$ cat config.mk
export PLATFORM = sky130hd
export DESIGN_NAME = id_imm_ctrl
export DESIGN_NICKNAME = d
export VERILOG_FILES = /design/src/rtl/id_imm_ctrl.sv
export SDC_FILE = /design/constraint.sdc
export NUM_CORES = 1
export LEC_CHECK = 0
export CAP_MARGIN = 20
export CORE_ASPECT_RATIO = 0.6
export CORE_UTILIZATION = 25
export DETAILED_ROUTE_END_ITERATION = 8
export SYNTH_ARGS = -nofsm -noshare
export SYNTH_HDL_FRONTEND = slang
export SYNTH_SLANG_ARGS = --single-unit
$ cat constraint.sdc
create_clock -name clk -period 6.6 [get_ports clk]
set_input_delay 0.66 -clock clk [delete_from_list [all_inputs] [get_ports clk]]
set_output_delay 0.66 -clock clk [all_outputs]
set_load 0.01 [all_outputs]
$ cat src/rtl/id_imm_ctrl.sv
// id_imm_ctrl: instruction-decode front end for the immediate-extension unit.
// Classifies the opcode into an extOp code, slices the five raw immediate
// fields, flags illegal opcodes and presents the result through a one-stage
// output register (main) backed by a one-entry skid register.
//
// Handshake: a transfer happens on a rising edge where valid && ready are both
// high. A producer may change its offer freely while ready is low. Once
// out_valid is high, the payload stays stable until out_valid && out_ready.
// Both ready and valid outputs come straight from registered state.
module id_imm_ctrl #(
    parameter int CNT_W = 8
) (
    input  logic             clk,
    input  logic             reset,
    input  logic             in_valid,
    output logic             in_ready,
    input  logic [31:0]      in_instr,
    input  logic [31:0]      in_pc,
    input  logic             flush,
    output logic             out_valid,
    input  logic             out_ready,
    output logic [31:0]      out_pc,
    output logic [2:0]       extOp,
    output logic [11:0]      immTypeI,
    output logic [11:0]      immTypeS,
    output logic [12:0]      immTypeB,
    output logic [19:0]      immTypeU,
    output logic [19:0]      immTypeJ,
    output logic             out_illegal,
    output logic [CNT_W-1:0] illegal_cnt,
    output logic [1:0]       dbg_state
);

    // Opcode values recognised by the decoder.
    localparam logic [6:0] OP_IMM    = 7'b0010011;
    localparam logic [6:0] OP_LOAD   = 7'b0000011;
    localparam logic [6:0] OP_JALR   = 7'b1100111;
    localparam logic [6:0] OP_STORE  = 7'b0100011;
    localparam logic [6:0] OP_BRANCH = 7'b1100011;
    localparam logic [6:0] OP_LUI    = 7'b0110111;
    localparam logic [6:0] OP_AUIPC  = 7'b0010111;
    localparam logic [6:0] OP_JAL    = 7'b1101111;
    localparam logic [6:0] OP_REG    = 7'b0110011;
    localparam logic [6:0] OP_SYSTEM = 7'b1110011;

    // extOp codes understood by the extension unit.
    localparam logic [2:0] EXT_NONE = 3'd0;
    localparam logic [2:0] EXT_I    = 3'd1;
    localparam logic [2:0] EXT_S    = 3'd2;
    localparam logic [2:0] EXT_B    = 3'd3;
    localparam logic [2:0] EXT_U    = 3'd4;
    localparam logic [2:0] EXT_J    = 3'd5;

    // Occupancy: EMPTY = nothing held, HOLD = main only, FULL = main + skid.
    typedef enum logic [1:0] {
        ST_EMPTY = 2'd0,
        ST_HOLD  = 2'd1,
        ST_FULL  = 2'd2
    } state_t;

    typedef struct packed {
        logic [31:0] pc;
        logic [2:0]  ext_op;
        logic [11:0] imm_i;
        logic [11:0] imm_s;
        logic [12:0] imm_b;
        logic [19:0] imm_u;
        logic [19:0] imm_j;
        logic        illegal;
    } payload_t;

    state_t           state_q, state_d;
    payload_t         main_q, main_d;
    payload_t         skid_q, skid_d;
    payload_t         dec;
    logic [CNT_W-1:0] illegal_cnt_q, illegal_cnt_d;
    logic             accept;
    logic             drain;

    assign in_ready  = (state_q != ST_FULL);
    assign out_valid = (state_q != ST_EMPTY);
    assign accept    = in_valid && in_ready;
    assign drain     = out_valid && out_ready;
    assign dbg_state = state_q;

    // Combinational decode of the offered instruction; fields are always sliced.
    always_comb begin
        dec         = '0;
        dec.pc      = in_pc;
        dec.imm_i   = in_instr[31:20];
        dec.imm_s   = {in_instr[31:25], in_instr[11:7]};
        dec.imm_b   = {in_instr[31], in_instr[7], in_instr[30:25], in_instr[11:8], 1'b0};
        dec.imm_u   = in_instr[31:12];
        dec.imm_j   = {in_instr[31], in_instr[19:12], in_instr[20], in_instr[30:21]};
        dec.ext_op  = EXT_NONE;
        dec.illegal = 1'b0;
        case (in_instr[6:0])
            OP_IMM, OP_LOAD, OP_JALR: dec.ext_op = EXT_I;
            OP_STORE:                 dec.ext_op = EXT_S;
            OP_BRANCH:                dec.ext_op = EXT_B;
            OP_LUI, OP_AUIPC:         dec.ext_op = EXT_U;
            OP_JAL:                   dec.ext_op = EXT_J;
            OP_REG, OP_SYSTEM:        dec.ext_op = EXT_NONE;
            default:                  dec.illegal = 1'b1;
        endcase
    end

    // Next occupancy state and main/skid payload routing; flush empties both.
    always_comb begin
        state_d = state_q;
        main_d  = main_q;
        skid_d  = skid_q;
        case (state_q)
            ST_EMPTY: begin
                if (accept) begin
                    main_d  = dec;
                    state_d = ST_HOLD;
                end
            end
            ST_HOLD: begin
                if (drain && accept) begin
                    main_d = dec;
                end else if (drain) begin
                    state_d = ST_EMPTY;
                end else if (accept) begin
                    skid_d  = dec;
                    state_d = ST_FULL;
                end
            end
            ST_FULL: begin
                // in_ready is low here, so no accept can coincide with the drain.
                if (drain) begin
                    main_d  = skid_q;
                    state_d = ST_HOLD;
                end
            end
            default: state_d = ST_EMPTY;
        endcase
        if (flush) begin
            state_d = ST_EMPTY;
        end
    end

    // Saturating count of illegal instructions handed downstream.
    always_comb begin
        illegal_cnt_d = illegal_cnt_q;
        if (drain && main_q.illegal && (illegal_cnt_q != {CNT_W{1'b1}})) begin
            illegal_cnt_d = illegal_cnt_q + CNT_W'(1);
        end
    end

    // State, payload and counter registers with asynchronous clear.
    always_ff @(posedge clk or posedge reset) begin
        if (reset) begin
            state_q       <= ST_EMPTY;
            main_q        <= '0;
            skid_q        <= '0;
            illegal_cnt_q <= '0;
        end else begin
            state_q       <= state_d;
            main_q        <= main_d;
            skid_q        <= skid_d;
            illegal_cnt_q <= illegal_cnt_d;
        end
    end

    assign out_pc      = main_q.pc;
    assign extOp       = main_q.ext_op;
    assign immTypeI    = main_q.imm_i;
    assign immTypeS    = main_q.imm_s;
    assign immTypeB    = main_q.imm_b;
    assign immTypeU    = main_q.imm_u;
    assign immTypeJ    = main_q.imm_j;
    assign out_illegal = main_q.illegal;
    assign illegal_cnt = illegal_cnt_q;

endmodule

==> results of run 1 <==
final cells by class:
class / count / share of cell area
Timing Repair Buffer: 199 / 0.235
Clock inverter: 12 / 0.0158
Sequential cell: 132 / 0.394
Clock buffer: 20 / 0.0532
Tap cell: 315 / 0.0470
Inverter: 3 / 0.00194
Multi-Input combinational cell: 470 / 0.253
stage by stage:
| step | worst slack (ns) | instance area, um^2 | hold WS [ns] |
|---|---|---|---|
| floorplan | 2.41 | 6030 | 0.446 |
| global placement | 3.85 | 7810 | 0.457 |
| detailed placement | 3.84 | 7810 | 0.462 |
| CTS | 4.11 | 8390 | 0.476 |
| global route | 4.06 | 8390 | 0.490 |
| finish | 4.18 | 8390 | 0.472 |
metal layers:
| layer | vias to the layer above | track usage |
|---|---|---|
| met5 | - | 0 |
| met4 | 0 | 0.0437 |
| met3 | 4 | 0.0597 |
| met2 | 180 | 0.205 |
| met1 | 2211 | 0.188 |
| li1 | 2452 | - |
cells in the final DEF, fill, tap and decap left out, drive strengths merged, types with 2 or more instances in the layout:
master / netlist / routed
nor3: 4 / 4
a21oi: 3 / 3
clkinvlp: 0 / 3
clkinv: 0 / 7
bufinv: 0 / 2
nor2b: 3 / 3
nand2b: 2 / 2
nor2: 63 / 63
mux2: 2 / 2
buf: 84 / 7
inv: 3 / 3
clkbuf: 7 / 20
nand4: 5 / 5
nand2: 295 / 295
clkdlybuf4s50: 0 / 192
and3: 3 / 3
dfrtp: 132 / 132
xnor2: 6 / 6
a31oi: 58 / 58
o21ai: 5 / 5
cell families after synthesis:
family | after synthesis
AND/OR/NAND/NOR | 383
flip-flops | 132
buffers and inverters | 94
AO/OA/AOI/OAI | 75
XOR/XNOR | 7
multiplexers | 3
adder cells (fa/ha/maj) | 1
other | 1
Yosys cell counts (2+ instances only):
cell	n	share of area
a21oi_1	3	0.0025
a31oi_1	57	0.059
and3_1	3	0.0031
buf_2	25	0.021
buf_4	56	0.070
buf_6	3	0.0056
clkbuf_1	7	0.0044
dfrtp_1	132	0.55
inv_1	2	0.0012
mux2_2	2	0.0037
nand2_1	295	0.18
nand2b_1	2	0.0021
nand4_1	5	0.0052
nor2_1	63	0.039
nor2b_1	2	0.0021
nor3_1	4	0.0033
o21ai_0	4	0.0033
xnor2_1	6	0.0087
worst max-delay path, cell delays in order, from the launching register on:
cell	delay (ns)
dfrtp_1	0.47
nor2b_4	0.18
inv_2	0.06
clkdlybuf4s50_1	0.62
state kept, by name (all words and copies together), names as in the netlist:
| name | cells |
|---|---|
| extOp | 3 |
| immTypeS | 5 |
| skid_q | 61 |
| immTypeI | 11 |
| dbg_state | 2 |
| illegal_cnt | 8 |
| out_pc | 32 |
| immTypeU | 8 |
| out_illegal | 1 |
| immTypeB | 1 |
worst max path at each step:
| stage | from | endpoint | depth (start not counted) |
|---|---|---|---|
| 2_1_floorplan | reset | dbg_state[0] | 1 |
| 3_3_place_gp | out_ready | extOp[0] | 6 |
| 3_5_place_dp | out_ready | extOp[0] | 6 |
| 4_1_cts | dbg_state[1] | in_ready | 3 |
| 5_1_grt | dbg_state[1] | in_ready | 3 |
| 6_report | dbg_state[1] | in_ready | 3 |
power groups by stage:
| stage | logic, uW | clock network, uW | registers [uW] |
|---|---|---|---|
| final | 567 | 929 | 1070 |
| after global routing | 628 | 994 | 1090 |
| after CTS | 577 | 959 | 1070 |
| after detailed placement | 575 | 0 | 1090 |
| after global placement | 569 | 0 | 1080 |
| after floorplan | 288 | 0 | 1090 |
==> Flow_metrics.wiki, run 1 <==
{| class="wikitable"
! Metric !! Value
|-
| Run status || completed
|-
| Share of the yosys chip area belonging to registers || 0.548
|-
| Flip-flop and latch count after synthesis || 132
|-
| DIE HEIGHT || about 120 um
|-
| Routed met1 length || around 8000 um
|-
| Total Neg Setup Slack || 0 ns
|-
| Post-layout net count || slightly below 900
|-
| Total power consumption of the routed design || 2570 uW
|-
| Number of clock sinks || roughly 130
|-
| Part of the total power dissipated in sequential elements || 0.417
|-
| Iteration-0 DRC count of the detailed router || approximately 220
|-
| Post-synth cell types || 43
|-
| R2R Setup Slk || 4.60 ns
|-
| Proportion of total power due to net switching || 0.282
|-
| Core outline area || between 20,000 and 25,000 um^2
|-
| Gate count after technology mapping || roughly 700
|-
| Cell area after synthesis || approximately 6000 um^2
|-
| Dpl cells || between 1,000 and 1,500
|-
| Class of the most critical hold timing path || register to register
|-
| Final Routed Wirelength || roughly 16,000 um
|-
| Hold buffers post-CTS || 0
|-
| Data required, critical path || 5.94 ns
|-
| Clock tree root driver cell || clkbuf_16
|-
| Share of cell area taken by muxes after synthesis || 0.00540
|-
| Clock latency of the later-clocked register in the worst-skew pair || 0.43 ns
|-
| Max-slew headroom at the worst pin || 0.409
|-
| Final count of hold timing violations || 0
|-
| Part of the power in combinational logic || 0.221
|-
| RSZ-0062 raised after global routing || no
|-
| Num ports || about 190
|-
| Global-route congestion overflow total || 0
|-
| Die area || about 25,000 um^2
|-
| Actual transition at the worst max-transition pin || between 0.8 and 0.9 ns
|-
| Combined area of the multi-input logic cells || 2120 um^2
|-
| Launching point of the worst reg2reg path || dbg_state[1]
|-
| Crit Path Category || register to primary output
|-
| Number of enable-type register cells in the synthesized netlist || 0
|-
| Reported max-cap violation count || 0
|-
| Resize count post-CTS || 0
|-
| Setup violation total in the final timing report || 0
|-
| Asr flop ratio synth || 1.00
|-
| Crit path capture type || primary output
|-
| Simple-gate share of the synthesized area || 0.251
|-
| Area used by sequential logic in the layout || between 3000 and 4000 um^2
|-
| Count of filler cells inserted in the layout || approximately 2,400
|-
| Fraction of final layout cells with drive strength greater than 1 || 0.0586
|-
| First-pass GRT wire length || 26,400 um
|-
| Synth Area in Compound Gates || 0.0804
|-
| H-tree Lvls || 4
|-
| Top flip-flop cell by instance count after synthesis || dfrtp_1
|-
| Endpoint of the lowest-slack register-to-register path || extOp[1]
|-
| Number of cells in the finished layout apart from fillers || around 1,200
|-
| Detailed-routing iteration count for the pre-antenna-repair pass || 5
|-
| Met3 wirelength from detailed routing || between 1000 and 1500 um
|-
| Highest Signal Layer || met4
|-
| Average vias per placed instance || around 4.2
|-
| Clock slew seen by the registers of the worst setup and hold paths || around 0.060 ns
|-
| Antenna violations before repair || 0
|-
| Internal power summed over all cells || 1840 uW
|-
| Post-synthesis share of cell area spent on full adders, half adders and majority gates || 0.00208
|-
| Routed length on met2 || a little under 7000 um
|-
| Highest achievable clock rate || 0.414 GHz
|-
| Number of instances on the worst hold path || 2
|-
| Cell Pwr Density || 306 nW/um^2
|-
| Final weighted congestion of routability-driven global placement || 0.754
|-
| Power dissipated by switching net loads || approximately 720 uW
|-
| Syn. warnings || 0
|-
| Clock network fraction of design power || 0.362
|-
| Pin count of the biggest net entering global routing || 69
|-
| Logic depth of the worst register-to-register path || 4
|-
| Port bufs || 192
|-
| Total inserted antenna cells || 0
|-
| Via count || slightly below 5,000
|-
| Worst Skew || 0.0149 ns
|-
| Detail-routed net length per standard cell || 14.2 um
|-
| Number of nets with antenna violations after routing || 0
|-
| Data arrival time of the worst path || between 1.5 and 2 ns
|-
| Critical path launch point type || register
|-
| Final worst path period need || around 2.4 ns
|-
| Final core area utilization || 0.359
|-
| Slew Viols, Final || 0
|-
| Maximum vdd drop || approximately 0.00017 V
|-
| Core Rows || 43
|-
| Area delta synth->final || 39.2%
|-
| Largest fanout on the critical path || 9
|-
| Leakage power || between 0.003 and 0.004 uW
|-
| Width of the chip || 202 um
|-
| Synth Area in XOR/XNOR || 0.0102
|-
| Number of buffers added for setup after CTS || 0
|-
| CTS tree || built
|-
| Largest family of logic cells by synthesized area || simple AND/OR/NAND/NOR gates
|-
| Synthesized netlist net count || between 700 and 800
|-
| Global router's overall resource usage || 0.141
|-
| Effective utilization at floorplan || 0.258
|-
| Hold EP || skid_q[103]
|-
| Final worst-path cycle share || 0.366
|-
| Hold_sp || skid_q[103]
|-
| HPWL after detailed placement || a little over 10,000 um
|-
| Total CTS buffers || 17
|-
| Average instance area after synthesis || 8.66 um^2
|-
| Number of global-route vias before repair || about 4,700
|-
| DRC || 0
|-
| Maximum count of clock buffers along a single path || 2
|}
Power figures use the tool's default switching activity.
==> inputs of run 2 (changes only) <==
==> constraint.sdc (replaced) <==
create_clock -name clk -period 1.99 [get_ports clk]
set_input_delay 0.199 -clock clk [delete_from_list [all_inputs] [get_ports clk]]
set_output_delay 0.199 -clock clk [all_outputs]
set_load 0.01 [all_outputs]
==> run 2 against run 1 <==
  * Worst hold slack worse by 0.22 ns
  * Clock skew is 0.010 ns lower
  * First-iteration DRC count is 31% higher
  * Combinational power grew to 3.4 times the previous value
  * Final cell count is 0.70% higher
  * Critical path type unchanged
  * Total power grew to 3.4 times the previous value
==> Flow_metrics.wiki, run 2 (synthesis results as in run 1) <==
{| class="wikitable"
! Metric !! Value
|-
| Run status || completed (unchanged)
|-
| Port bufs || 192 (unchanged)
|-
| Routed length on met2 || 6870 um (about the same)
|-
| Data arrival time of the worst path || 1.70 ns (was 1.76 ns)
|-
| Average vias per placed instance || 4.31 (was 4.21)
|-
| Most frequent cells in the layout || nand2_1 (294), clkdlybuf4s50_1 (191), dfrtp_1 (132), nor2_1 (63), a31oi_1 (57) (was nand2_1 (294), clkdlybuf4s50_1 (192), dfrtp_1 (132), nor2_1 (63), a31oi_1 (57))
|-
| First-pass GRT wire length || 26,400 um (about the same)
|-
| Clock network fraction of design power || 0.374 (was 0.362)
|-
| Total Neg Setup Slack || 0 ns (unchanged)
|-
| Final worst path period need || ~1.9 ns
|-
| Number of clock sinks || 132 (unchanged)
|-
| Clock latency of the later-clocked register in the worst-skew pair || 0.42 ns (was 0.43 ns)
|-
| Clock slew seen by the registers of the worst setup and hold paths || 0.06 ns (about the same)
|-
| Class of the most critical hold timing path || input port to async pin (was register to register)
|-
| R2R Setup Slk || 0.21 ns (was 4.60 ns)
|-
| Total inserted antenna cells || 0 (unchanged)
|-
| Launching point of the worst reg2reg path || illegal_cnt[0] (was dbg_state[1])
|-
| Global-route congestion overflow total || 0 (unchanged)
|-
| H-tree Lvls || 4 (unchanged)
|-
| Pin count of the biggest net entering global routing || 72 (was 69)
|-
| Highest achievable clock rate || ~0.53 GHz
|-
| CTS tree || built (unchanged)
|-
| Area of placed instances || 7990 um^2 (was 7810 um^2)
|-
| Reported max-cap violation count || 0 (unchanged)
|-
| Effective utilization at floorplan || 0.258 (unchanged)
|-
| Data required, critical path || 1.79 ns (was 5.94 ns)
|-
| HPWL after detailed placement || 11,000 um (was 10,100 um)
|-
| Dpl cells || 1,127 (was 1,119)
|-
| Core Rows || 43 (unchanged)
|-
| Worst Skew || 0.00489 ns (was 0.0149 ns)
|-
| Final weighted congestion of routability-driven global placement || 0.794 (was 0.754)
|-
| Fraction of final layout cells with drive strength greater than 1 || 0.0664 (was 0.0586)
|-
| Logic depth of the worst register-to-register path || 4 (unchanged)
|-
| Total non-filler cell area in the finished layout || 8610 um^2 (was 8390 um^2)
|-
| Internal power summed over all cells || 6390 uW (was 1840 uW)
|-
| Flip-flop count of the largest register, all copies and words added || 61 (unchanged)
|-
| Final count of hold timing violations || 0 (unchanged)
|-
| Clock tree root driver cell || clkbuf_16 (unchanged)
|-
| Via count || 4,990 (was 4,847)
|-
| Leakage power || 0.00381 uW (was 0.00372 uW)
|-
| Proportion of total power due to net switching || 0.273 (was 0.282)
|-
| Number of cells in the finished layout apart from fillers || 1,159 (was 1,151)
|-
| Number of global-route vias before repair || 4,778 (was 4,708)
|-
| Maximum vdd drop || 0.000539 V (was 0.000168 V)
|-
| Iteration-0 DRC count of the detailed router || 284 (was 217)
|-
| Power dissipated by switching net loads || 2390 uW (was 725 uW)
|-
| Commonest non-fill, non-tap cell in the layout || nand2_1 (unchanged)
|-
| Post-layout net count || 901 (was 893)
|-
| Area delta synth->final || 42.8% (was 39.2%)
|-
| Part of the total power dissipated in sequential elements || 0.404 (was 0.417)
|-
| Count of filler cells inserted in the layout || 2,349 (was 2,374)
|-
| Cell Pwr Density || 1020 nW/um^2 (was 306 nW/um^2)
|-
| Antenna violations before repair || 0 (unchanged)
|-
| Detailed-routing iteration count for the pre-antenna-repair pass || 5 (unchanged)
|-
| DIE HEIGHT || 122 um (unchanged)
|-
| Routed met1 length || 8150 um (was 8000 um)
|-
| Endpoint of the lowest-slack register-to-register path || illegal_cnt[1] (was extOp[1])
|-
| Maximum count of clock buffers along a single path || 2 (unchanged)
|-
| Met3 wirelength from detailed routing || 1570 um (was 1420 um)
|-
| Number of nets with antenna violations after routing || 0 (unchanged)
|-
| Total CTS buffers || 17 (unchanged)
|-
| Highest Signal Layer || met4 (unchanged)
|-
| Detail-routed net length per standard cell || 14.4 um (was 14.2 um)
|-
| Global router's overall resource usage || 0.139 (was 0.141)
|-
| Critical path launch point type || register (unchanged)
|-
| Slew Viols, Final || 0 (unchanged)
|-
| Most flop-heavy register || skid_q (unchanged)
|-
| Die area || 24,700 um^2 (unchanged)
|-
| RSZ-0062 raised after global routing || no (unchanged)
|-
| Core outline area || 23,300 um^2 (unchanged)
|-
| Final worst-path cycle share || 0.955
|-
| Largest fanout on the critical path || 8 (was 9)
|-
| Num ports || 194 (unchanged)
|-
| DRC || 0 (unchanged)
|-
| Final Routed Wirelength || 16,700 um (was 16,400 um)
|-
| Width of the chip || 202 um (unchanged)
|-
| Setup violation total in the final timing report || 0 (unchanged)
|-
| Crit path capture type || primary output (unchanged)
|-
| Part of the power in combinational logic || 0.221 (about the same)
|-
| Crit Path Category || register to primary output (unchanged)
|}
## run 2: cell type report
type                            instances  area (um^2)  share of cell area
Clock buffer                           24          492              0.0571
Clock inverter                          8          123              0.0142
Inverter                                3         15.0             0.00174
Multi-Input combinational cell        470         2120               0.247
Sequential cell                       132         3300               0.384
Tap cell                              315          394              0.0458
Timing Repair Buffer                  207         2160               0.251
## run 2: metal layers
metal  track usage  vias to the layer above
met4        0.0362                        0
met3        0.0568                       11
met2         0.201                      179
met1         0.192                     2339
li1              -                     2461
met5             0                        -
## run 2: stage by stage
step           hold slack, ns  total power, uW   util  worst slack [ns]
3_3_place_gp            0.457             5530  0.342             0.173
3_5_place_dp            0.462             5560  0.342             0.115
6_report                0.254             8780  0.369            0.0905
5_1_grt                 0.283             9270  0.369            0.0232
4_1_cts                 0.265             8910  0.369            0.0727
2_1_floorplan           0.265             4580      -             0.154
## run 2: worst max path at each step
stage / startpoint / endpoint / slack [ns] / cells after the start
2_1_floorplan: reset / dbg_state[0] / 0.15 / 1
3_3_place_gp: out_ready / immTypeB[12] / 0.17 / 7
3_5_place_dp: out_ready / immTypeU[2] / 0.11 / 7
4_1_cts: dbg_state[0] / out_valid / 0.07 / 2
5_1_grt: dbg_state[0] / out_valid / 0.02 / 2
6_report: dbg_state[0] / out_valid / 0.09 / 2
## run 2: power groups by stage
stage / registers [uW] / logic (uW) / clock network, uW
after global routing: 3630 / 2150 / 3490
after detailed placement: 3590 / 1970 / 0
final: 3550 / 1940 / 3290
after floorplan: 3630 / 954 / 0
after global placement: 3580 / 1940 / 0
after CTS: 3560 / 1970 / 3370
## run 2: repair_timing
action                                 4_1_cts  5_1_grt
setup endpoints to repair                    1        0
gates resized for setup                      1        0
endpoints found under the hold margin        0        0
setup buffers                                0        0
hold buffers                                 0        0
## run 2: critical path, cell delays in order, from the launching register on
cell,delay (ns)
dfrtp_1,0.48
or2_2,0.32
clkdlybuf4s50_1,0.48
